File: src/rtl/frmpool_ctrl.sv
// Frame-pool controller: streams words through a single-port SRAM and re-times
// the one-cycle read latency into a 3-entry output FIFO feeding a valid/ready port.
module frmpool_ctrl #(
   parameter int SRAM_DEPTH_BIT = 6,
   parameter int SRAM_DEPTH     = 2**SRAM_DEPTH_BIT,
   parameter int SRAM_WIDTH     = 28
) (
   input  logic                      clk,
   input  logic                      rst_n,
   input  logic                      in_vld,
   output logic                      in_rdy,
   input  logic [SRAM_WIDTH-1:0]     in_data,
   output logic                      out_vld,
   input  logic                      out_rdy,
   output logic [SRAM_WIDTH-1:0]     out_data,
   output logic                      sram_write_en,
   output logic                      sram_read_en,
   output logic [SRAM_DEPTH_BIT-1:0] sram_addr_w,
   output logic [SRAM_DEPTH_BIT-1:0] sram_addr_r,
   output logic [SRAM_WIDTH-1:0]     sram_data_in,
   input  logic [SRAM_WIDTH-1:0]     sram_data_out,
   output logic [SRAM_DEPTH_BIT:0]   count,
   output logic                      full,
   output logic                      empty
);
   localparam int CW = SRAM_DEPTH_BIT + 1;
   localparam logic [SRAM_DEPTH_BIT-1:0] PTR_LAST = SRAM_DEPTH_BIT'(SRAM_DEPTH - 1);
   localparam logic [CW-1:0]             CNT_FULL = CW'(SRAM_DEPTH);

   logic [SRAM_DEPTH_BIT-1:0] wr_ptr_q, wr_ptr_d;
   logic [SRAM_DEPTH_BIT-1:0] rd_ptr_q, rd_ptr_d;
   logic [CW-1:0]             count_q, count_d;
   logic                      inflight_q;
   logic                      rr_q, rr_d;
   logic [SRAM_WIDTH-1:0]     obuf_q [3];
   logic [1:0]                obuf_head_q, obuf_head_d;
   logic [1:0]                obuf_tail_q, obuf_tail_d;
   logic [1:0]                obuf_cnt_q, obuf_cnt_d;
   logic [2:0]                pending;
   logic                      wr_req, rd_req, rd_wins;
   logic                      wr_gnt, rd_gnt;
   logic                      obuf_push, obuf_pop;

   function automatic logic [1:0] obuf_inc(input logic [1:0] p);
      return (p == 2'd2) ? 2'd0 : p + 2'd1;
   endfunction

   // Reads are throttled by registered occupancy only, so out_rdy never reaches sram_read_en.
   assign full    = (count_q == CNT_FULL);
   assign pending = {1'b0, obuf_cnt_q} + {2'b00, inflight_q};
   assign wr_req  = in_vld & ~full;
   assign rd_req  = (count_q != '0) & (pending < 3'd3);
   assign rd_wins = rd_req & (rr_q | ~wr_req);
   assign in_rdy  = rst_n & ~full & ~rd_wins;
   assign wr_gnt  = in_vld & in_rdy;
   assign rd_gnt  = rst_n & rd_wins;

   assign sram_write_en = wr_gnt;
   assign sram_read_en  = rd_gnt;
   assign sram_addr_w   = wr_ptr_q;
   assign sram_addr_r   = rd_ptr_q;
   assign sram_data_in  = in_data;
   assign count         = count_q;
   assign empty         = (count_q == '0) & ~inflight_q & (obuf_cnt_q == 2'd0);

   assign out_vld   = (obuf_cnt_q != 2'd0);
   assign obuf_push = inflight_q;
   assign obuf_pop  = out_vld & out_rdy;

   always_comb begin
      case (obuf_head_q)
         2'd1:    out_data = obuf_q[1];
         2'd2:    out_data = obuf_q[2];
         default: out_data = obuf_q[0];
      endcase
   end

   always_comb begin
      wr_ptr_d    = wr_ptr_q;
      rd_ptr_d    = rd_ptr_q;
      count_d     = count_q;
      rr_d        = rr_q;
      obuf_head_d = obuf_head_q;
      obuf_tail_d = obuf_tail_q;
      obuf_cnt_d  = obuf_cnt_q;

      if (wr_gnt) begin
         wr_ptr_d = (wr_ptr_q == PTR_LAST) ? '0 : wr_ptr_q + 1'b1;
         count_d  = count_q + 1'b1;
         rr_d     = 1'b1;
      end else if (rd_gnt) begin
         rd_ptr_d = (rd_ptr_q == PTR_LAST) ? '0 : rd_ptr_q + 1'b1;
         count_d  = count_q - 1'b1;
         rr_d     = 1'b0;
      end

      if (obuf_push) obuf_tail_d = obuf_inc(obuf_tail_q);
      if (obuf_pop)  obuf_head_d = obuf_inc(obuf_head_q);
      case ({obuf_push, obuf_pop})
         2'b10:   obuf_cnt_d = obuf_cnt_q + 2'd1;
         2'b01:   obuf_cnt_d = obuf_cnt_q - 2'd1;
         default: obuf_cnt_d = obuf_cnt_q;
      endcase
   end

   always_ff @(posedge clk or negedge rst_n) begin
      if (!rst_n) begin
         wr_ptr_q    <= '0;
         rd_ptr_q    <= '0;
         count_q     <= '0;
         inflight_q  <= 1'b0;
         rr_q        <= 1'b0;
         obuf_head_q <= 2'd0;
         obuf_tail_q <= 2'd0;
         obuf_cnt_q  <= 2'd0;
      end else begin
         wr_ptr_q    <= wr_ptr_d;
         rd_ptr_q    <= rd_ptr_d;
         count_q     <= count_d;
         inflight_q  <= rd_gnt;
         rr_q        <= rr_d;
         obuf_head_q <= obuf_head_d;
         obuf_tail_q <= obuf_tail_d;
         obuf_cnt_q  <= obuf_cnt_d;
      end
   end

   // Payload storage needs no reset; validity is carried by obuf_cnt_q.
   always_ff @(posedge clk) begin
      if (obuf_push) begin
         for (int i = 0; i < 3; i++) begin
            if (obuf_tail_q == 2'(i)) obuf_q[i] <= sram_data_out;
         end
      end
   end

endmodule

File: config.mk
export PLATFORM = sky130hd
export DESIGN_NAME = frmpool_ctrl
export DESIGN_NICKNAME = d
export VERILOG_FILES = /design/src/rtl/frmpool_ctrl.sv
export SDC_FILE = /design/constraint.sdc
export NUM_CORES = 1
export LEC_CHECK = 0
export CAP_MARGIN = 10
export CORE_MARGIN = 4
export CORE_UTILIZATION = 50
export DETAILED_ROUTE_END_ITERATION = 8
export PLACE_DENSITY = 0.81
export SYNTH_ARGS = -nofsm -noshare
export SYNTH_HDL_FRONTEND = slang
export SYNTH_SLANG_ARGS = --single-unit
export TNS_END_PERCENT = 50
File: constraint.sdc
create_clock -name clk -period 9.76 [get_ports clk]
set_clock_uncertainty 0.1 [all_clocks]
set_input_delay 2.44 -clock clk [delete_from_list [all_inputs] [get_ports clk]]
set_output_delay 2.44 -clock clk [all_outputs]
set_load 0.02 [all_outputs]
# Word-level counts from Yosys, hierarchy flattened
# Memories as Yosys holds them, arrays and structs flattened.
# Cells that the tools add are included.
[word_totals]
ram_bits = 84
elab_cells = 79
register_bits = 27
memories = 1
[mem_list]
columns = ["memory", "depth", "word_bits", "read_ports", "rd_ports_with_merged_regs", "wr", "line_no", "source"]
rows = [
  ["obuf_q", 3, 28, 3, 0, 1, "35", "logic [SRAM_WIDTH-1:0] obuf_q [3];"],
]
[op_classes]
n_lt_le_gt_ge = 1
n_reduce_logical = 10
muxes = 25
n_eq_ne = 9
add_sub_neg = 9
bitwise_logic = 16
[op_table]
columns = ["op", "n"]
rows = [
  ["$mux 28", 2],
  ["$pmux 28 s2", 1],
  ["$reduce_or 28->1", 2],
  ["$mux 7", 2],
  ["$mux 1", 13],
  ["$add 6x1->6 const B", 2],
  ["$eq 6x6->1 const B", 2],
  ["$mux 6", 2],
  ["$and 1x1->1", 10],
  ["$mux 2", 4],
  ["$add 7x1->7 const B", 1],
  ["$eq 7x7->1 const B", 1],
  ["$logic_not 7->1", 1],
  ["$reduce_bool 7->1", 1],
  ["$sub 7x1->7 const B", 1],
  ["$add 2x1->2 const B", 3],
  ["$eq 2x1->1 const B", 3],
  ["$eq 2x2->1 const B", 3],
  ["$reduce_bool 2->1", 3],
  ["$not 1->1", 5],
  ["$logic_not 2->1", 2],
  ["$pmux 2 s2", 1],
  ["$add 2x1->3", 1],
  ["$lt 3x2->1 const B", 1],
  ["other kinds (3)", 3],
]

# Longest topological paths before layout
# Gate-level depths: netlist of the first run.
[depth]
ltp_word = 11
ltp_mapped = 11

# Worst setup path after synthesis of the first run
# Ideal clock, no wire load.
[synth_path]
kind = "input to output"
from = "input port in_vld"
to = "output port sram_read_en"
setup_slack_ns = 4.216
path_buffers = 0
cell_stages = 3
required_time_ns = 7.220
t_arrival_ns = 3.004
path_cell_list = "nand2b_1 > o2111ai_2 > inv_2"
[synth_via]
elab_chain_cells = 5
[synth_rtl]
columns = ["item", "line_no", "source"]
rows = [
  ["start: declaration", "10", "input logic in_vld,"],
  ["$and 1x1->1", "51", "assign wr_req = in_vld & ~full;"],
  ["$not 1->1", "53", "assign rd_wins = rd_req & (rr_q | ~wr_req);"],
  ["$or 1x1->1", "53", ""],
  ["$and 1x1->1", "53", ""],
  ["$and 1x1->1", "56", "assign rd_gnt = rst_n & rd_wins;"],
  ["end: declaration", "17", "output logic sram_read_en,"],
]
# No other way between the ends.

# Worst setup path after layout of the first run
[layout_path]
from = "input port rst_n"
to = "output port sram_read_en"
[layout_via]
elab_chain_cells = 1
[layout_rtl]
columns = ["item", "line_no", "source"]
rows = [
  ["start: declaration", "9", "input logic rst_n,"],
  ["$and 1x1->1", "56", ""],
]
# No other way between the ends.

==> results.txt, run 1 <==
Status = finished, final reports clean
Skew-Pair Late Insertion Delay = 0.36 ns
Clock Tree Root = clkbuf_8
Register area share after synthesis = 66.4%
# hold bufs at CTS = 0
Num rows = 35
CP Launch Type = input pin
Crit end category = output port
Fmax = 143 MHz
Final worst path period share = 71.6%
YS warnings = 0
Slew Viols, Final = 0
Yosys reg bits = 111
Power Dens Cells = 359 nW/um^2
Setup TNS = 0 ns
Synth cell types = 43
CP max stage delay = 0.63 ns
Post-route setup slack = 2.77 ns
Register area = 3200 sq um
IO buf count = 84
Worst slew pin tran = 0.959 ns
Cell family with most CP delay = buffers and inverters
Via Count = 2972
Number of remaining DRC errors = 0
Cell area after synthesis = 4810 sq um
CTS Sinks = 111
Max rail drop VDD = 0.185 mV
Setup bufs post-CTS = 0
Die span in x = 106 um
CP dominant cell by count = clkdlybuf4s50_1
Arrival time worst endpoint = 4.45 ns
First-pass GRT wire length = 15200 um
Final instance area = 5790 sq um
HPWL after DPL = 6000 um
Post-route ant nets = 0
Routability cong. = 0.835
Syn_area_per_cell = 13.5 sq um
CP required = 7.22 ns
Starting Density = 51.8%
CP Buf/Inv Count = 4
Final setup violation count = 0
Pleak = 2.08 nW
Vias per cell = 5.40
Post-route insts no fill = 550
Max-Cap Viols = 0
Clk slew on worst S/H paths = 0.10 ns
Initial DRT Pass Iterations = 7
Cts repair resizes = 0
Global route overflow = 0
Syn_nets = 431
Share of cells above drive strength 1 = 9.74%
Min cycle time layout = 6.99 ns
Largest net degree at the start of global routing = 57
I/O Pins = 141
Multi-input gate area = 1350 sq um
Inst Count DP = 534
Pre-CTS worst setup slack = 2.74 ns
Total track usage = 17.0%
Final Core Density = 62.3%
Initial DRC count = 133
Worst-path cell with the longest stage delay = clkdlybuf4s50_1
Power Total = 2.08 mW
Crit path kind = input pin to output port
Post-Route WL = 9230 um
Async set-reset flop share out of synthesis = 24.3%
CTS Buf Count = 9
RSZ-0062 raised after global routing = no
Hold slack = 0.415 ns
Top FF cell, synth = edfxtp_1
Final nets = 491
Initial antenna violation count = 0
Min-Delay Path Class = flip-flop to flip-flop
Core area = 9280 sq um
Die Span Y = 106 um
CTS max path bufs = 2
Mapped Cells = 356
Post-synth EDFFs = 84
Syn-to-layout area delta = 20.2%
Hold Fails Final Rpt = 0
CP Cell Sequence = clkdlybuf4s50_1, buf_4, o2111ai_2, inv_2, clkdlybuf4s50_1
Commonest cells after routing, fill and taps aside = 84 x clkdlybuf4s50_1, 84 x edfxtp_1, 35 x a21oi_1, 32 x nor2_1, 28 x a22oi_1
Crit-path max FO = 31
CTS tree = done
Ant. Diodes = 0
FILL cells = 719
CTS HTree Levels = 3
Vias in the first global route = 3044
Routed WL per cell = 16.8 um
Cell Area, Placed = 5620 sq um
Max-slew headroom = 36.0%
Die area = 11300 sq um
[Yosys cell counts, drive strengths merged, types with 2 or more instances]
library cell  instances  area (sq um)
a21oi                36           184
nand3                 3          15.0
o41ai                 2          17.5
nand2                20          75.1
a22oi                28           210
nor2                 34           130
or4                   2          18.8
o21ai                 4          20.0
or2                   2          12.5
buf                  34           233
nand4                 3          33.8
inv                   9          33.8
mux2                  7          78.8
clkbuf                6          22.5
dfrtp                27           676
xnor2                10          87.6
o31ai                 3          22.5
a21o                  5          37.5
edfxtp               84          2520
ha                   14           175
xor2                  3          26.3
nor3                  4          20.0
nor2b                 2          12.5
[per-layer routing]
metal	routed length (um)	GRT usage, %
met1	4150	23.3
met2	4320	26.2
met3	699	6.25
met4	73	3.52
met5	0	0
[registers in the layout, summed over array words and instances, names as in the netlist]
register / count
sram_addr_r: 6
inflight_q: 1
rr_q: 1
sram_addr_w: 6
obuf_head_q: 2
obuf_tail_q: 2
obuf_cnt_q: 2
obuf_q: 84
count: 7
[final cells by class]
type	count	area share, %
Clock buffer	10	2.20
Clock inverter	6	0.735
Inverter	9	0.584
Multi-Input combinational cell	196	23.3
Sequential cell	111	55.3
Tap cell	129	2.79
Timing Repair Buffer	89	15.2
[power by group]
| part | internal (mW) | total (mW) | switching (mW) |
|---|---|---|---|
| clock network | 0.0941 | 0.243 | 0.149 |
| registers | 0.631 | 0.714 | 0.0833 |
| logic | 0.502 | 1.12 | 0.618 |
[worst reg2reg max path: stages, from the launching register on]
cell,delay (ns)
dfrtp_1,0.46
or4_4,0.58
o311ai_1,0.40
nand4_4,0.29
fa_1,0.56
a211oi_1,0.29
o21bai_1,0.11
a21oi_1,0.28
mux2i_4,0.28
xnor2_1,0.14
[cells by family after synthesis]
group	Yosys count	share of synthesized area, %
flip-flops	111	66.4
AO/OA/AOI/OAI	86	11.7
AND/OR/NAND/NOR	74	7.30
buffers and inverters	49	6.00
adder cells (fa/ha/maj)	15	4.06
XOR/XNOR	13	2.37
multiplexers	8	2.11
[worst paths after layout]
kind	from	endpoint	slack (ns)	depth (start not counted)
hold / removal	obuf_cnt_q[1]	obuf_cnt_q[1]	0.41	1
setup reg to reg	count[1]	count[6]	6.19	9
setup / recovery	rst_n	sram_read_en	2.77	5
max in group asynchronous	rst_n	count[4]	6.90	2
hold reg to reg	obuf_cnt_q[1]	obuf_cnt_q[1]	0.41	1
min in group asynchronous	rst_n	sram_addr_r[5]	2.36	2
No activity file was read; power rests on OpenSTA's default activity.
==> run 2, diff against run 1 <==
- CORE_UTILIZATION: 50 -> 43
- PLACE_DENSITY: 0.81 -> 0.74
- clock period: 9.76 -> 6.4 ns (I/O delays scaled with it)
==> results.txt, run 2 (synthesized netlist as in run 1, its figures left out) <==
Met1 wire length = 3970 um (-4.2%)
Cell Area, Placed = 5630 sq um (+0.24%)
CP required = 4.70 ns (-2.52 ns)
Setup TNS = 0 ns (unchanged)
Syn-to-layout area delta = 21.3%
Met3 WL = 528 um (-24%)
Fmax = 189 MHz
Routability cong. = 0.862 (+3.3%)
Worst Hold Depth = 1 (unchanged)
Clock Tree Root = clkbuf_8
Core area = 10900 sq um (+17%)
CTS max path bufs = 2 (unchanged)
IO buf count = 84 (unchanged)
Vias in the first global route = 2988 (-1.8%)
Slew Viols, Final = 0 (unchanged)
CP Launch Type = input pin
Num rows = 38 (+8.6%)
CTS Sinks = 111 (unchanged)
Setup bufs post-CTS = 0 (unchanged)
Die area = 13000 sq um (+15%)
Internal = 1.89 mW (+54%)
Starting Density = 44.2% (-7.6 points)
Largest register by flop count = obuf_q
# hold bufs at CTS = 0 (unchanged)
First-pass GRT wire length = 14800 um (-2.8%)
Crit end category = output port
Sw Pwr = 1.32 mW (+55%)
CTS HTree Levels = 3 (unchanged)
Largest net degree at the start of global routing = 57 (unchanged)
Worst-path cell with the longest stage delay = clkdlybuf4s50_1
CTS Buf Count = 9 (unchanged)
Final worst path period share = 82.7%
FF-to-FF path depth = 9 (unchanged)
Via Count = 2938 (-1.1%)
Share of cells above drive strength 1 = 10.2% (+0.48 points)
Hold Fails Final Rpt = 0 (unchanged)
Sw Ratio = 41.1% (+0.15 points)
Skew-Pair Late Insertion Delay = 0.37 ns (about the same)
Largest register FFs = 84 (unchanged)
Pleak = 2.10 nW (+0.90%)
Initial DRT Pass Iterations = 4 (-3)
Final instance area = 5840 sq um (+0.84%)
Status = finished, final reports clean
CTS tree = done
Min-Delay Path Class = flip-flop to flip-flop
Die span in x = 114 um (+7.2%)
Highest routed layer = met4
Global route overflow = 0 (unchanged)
HPWL after DPL = 6030 um (+0.54%)
Commonest cells after routing, fill and taps aside = 84 x clkdlybuf4s50_1, 84 x edfxtp_1, 35 x a21oi_1, 32 x nor2_1, 28 x a22oi_1
Power Dens Cells = 549 nW/um^2 (+53%)
Inst Count DP = 545 (+2.1%)
Post-route insts no fill = 561 (+2.0%)
Max-Cap Viols = 0 (unchanged)
Ant. Diodes = 0 (unchanged)
Crit-path max FO = 31 (unchanged)
Final nets = 491 (unchanged)
Die Span Y = 114 um (+7.2%)
Power share of the clock group = 12.6% (+0.9 points)
Min cycle time layout = 5.30 ns
Max-slew headroom = 34.1% (-2.0 points)
CP Cell Sequence = clkdlybuf4s50_1, buf_4, o2111ai_2, inv_2, clkdlybuf4s50_1
Number of remaining DRC errors = 0 (unchanged)
Vias per cell = 5.24 (-3.1%)
RSZ-0062 raised after global routing = no
Initial DRC count = 148 (+11%)
Arrival time worst endpoint = 3.60 ns (-0.85 ns)
I/O Pins = 141 (unchanged)
Clk slew on worst S/H paths = 0.10 ns (about the same)
Final Core Density = 53.6% (-8.7 points)
Post-Route WL = 9270 um (+0.37%)
Total track usage = 14.7% (-2.3 points)
Part of the power in registers = 33.8% (-0.6 points)
Final setup violation count = 0 (unchanged)
Worst slew pin tran = 0.989 ns (+0.0294 ns)
Post-route ant nets = 0 (unchanged)
Cts repair resizes = 0 (unchanged)
Met2 wire length = 4480 um (+3.8%)
CP max stage delay = 0.63 ns (about the same)
Routed WL per cell = 16.5 um (-1.6%)
CP dominant cell by count = clkdlybuf4s50_1
Crit path kind = input pin to output port
Max rail drop VDD = 0.304 mV (+64%)
Initial antenna violation count = 0 (unchanged)
Logic pwr share = 53.6% (-0.3 points)
[run 2: changes by cell type in the layout (fill, tap and decap cells not counted), sizes merged]
cell      previous run  this run
clkinv               3         4
clkinvlp             1         0
inv                 11        12
clkbuf              10         9
[run 2: power by group through the flow]
stage	clock (mW)	combinational [mW]	sequential, mW
6_report	0.402	1.72	1.08
5_1_grt	0.450	1.87	1.11
4_1_cts	0.415	1.75	1.08
3_5_place_dp	0	1.74	1.10
3_3_place_gp	0	1.71	1.09
2_1_floorplan	0	0.996	1.13
[run 2: final cells by class]
| cell class | instances | area, sq um |
|---|---|---|
| clock inverters | 7 | 81.3 |
| multi-input cells | 196 | 1350 |
| well taps | 140 | 175 |
| flip-flops and latches | 111 | 3200 |
| clock buffers | 9 | 124 |
| inverters | 9 | 33.8 |
| fillers | 937 | 5050 |
| repair buffers | 89 | 878 |
[run 2: path summary, 6_finish.rpt]
path | endpoint | start | slack, ns
max in group asynchronous | sram_addr_r[2] | rst_n | 4.40
setup / recovery | sram_read_en | rst_n | 1.10
min in group asynchronous | count[5] | rst_n | 1.51
hold reg to reg | obuf_cnt_q[1] | obuf_cnt_q[1] | 0.41
setup reg to reg | count[6] | count[0] | 2.86
hold / removal | obuf_cnt_q[1] | obuf_cnt_q[1] | 0.41
[run 2: critical path, delay by kind of cell]
family / cells / cell delay, ns
buffers and inverters: 4 / 1.64
AOI/OAI and AO/OA: 1 / 0.35
[run 2: layer usage]
metal  vias to the layer above  global-route usage, %
li1                       1414                      -
met1                      1402                   18.0
met2                        91                   24.6
met3                        31                   3.24
met4                         0                   7.36
met5                         -                      0
[run 2: metrics by stage]
stage	power, mW	hold WS (ns)	setup slack [ns]
2_1_floorplan	2.13	0.360	2.54
3_3_place_gp	2.80	0.383	1.08
3_5_place_dp	2.84	0.390	1.06
4_1_cts	3.25	0.410	1.04
5_1_grt	3.43	0.438	0.878
6_report	3.20	0.408	1.10
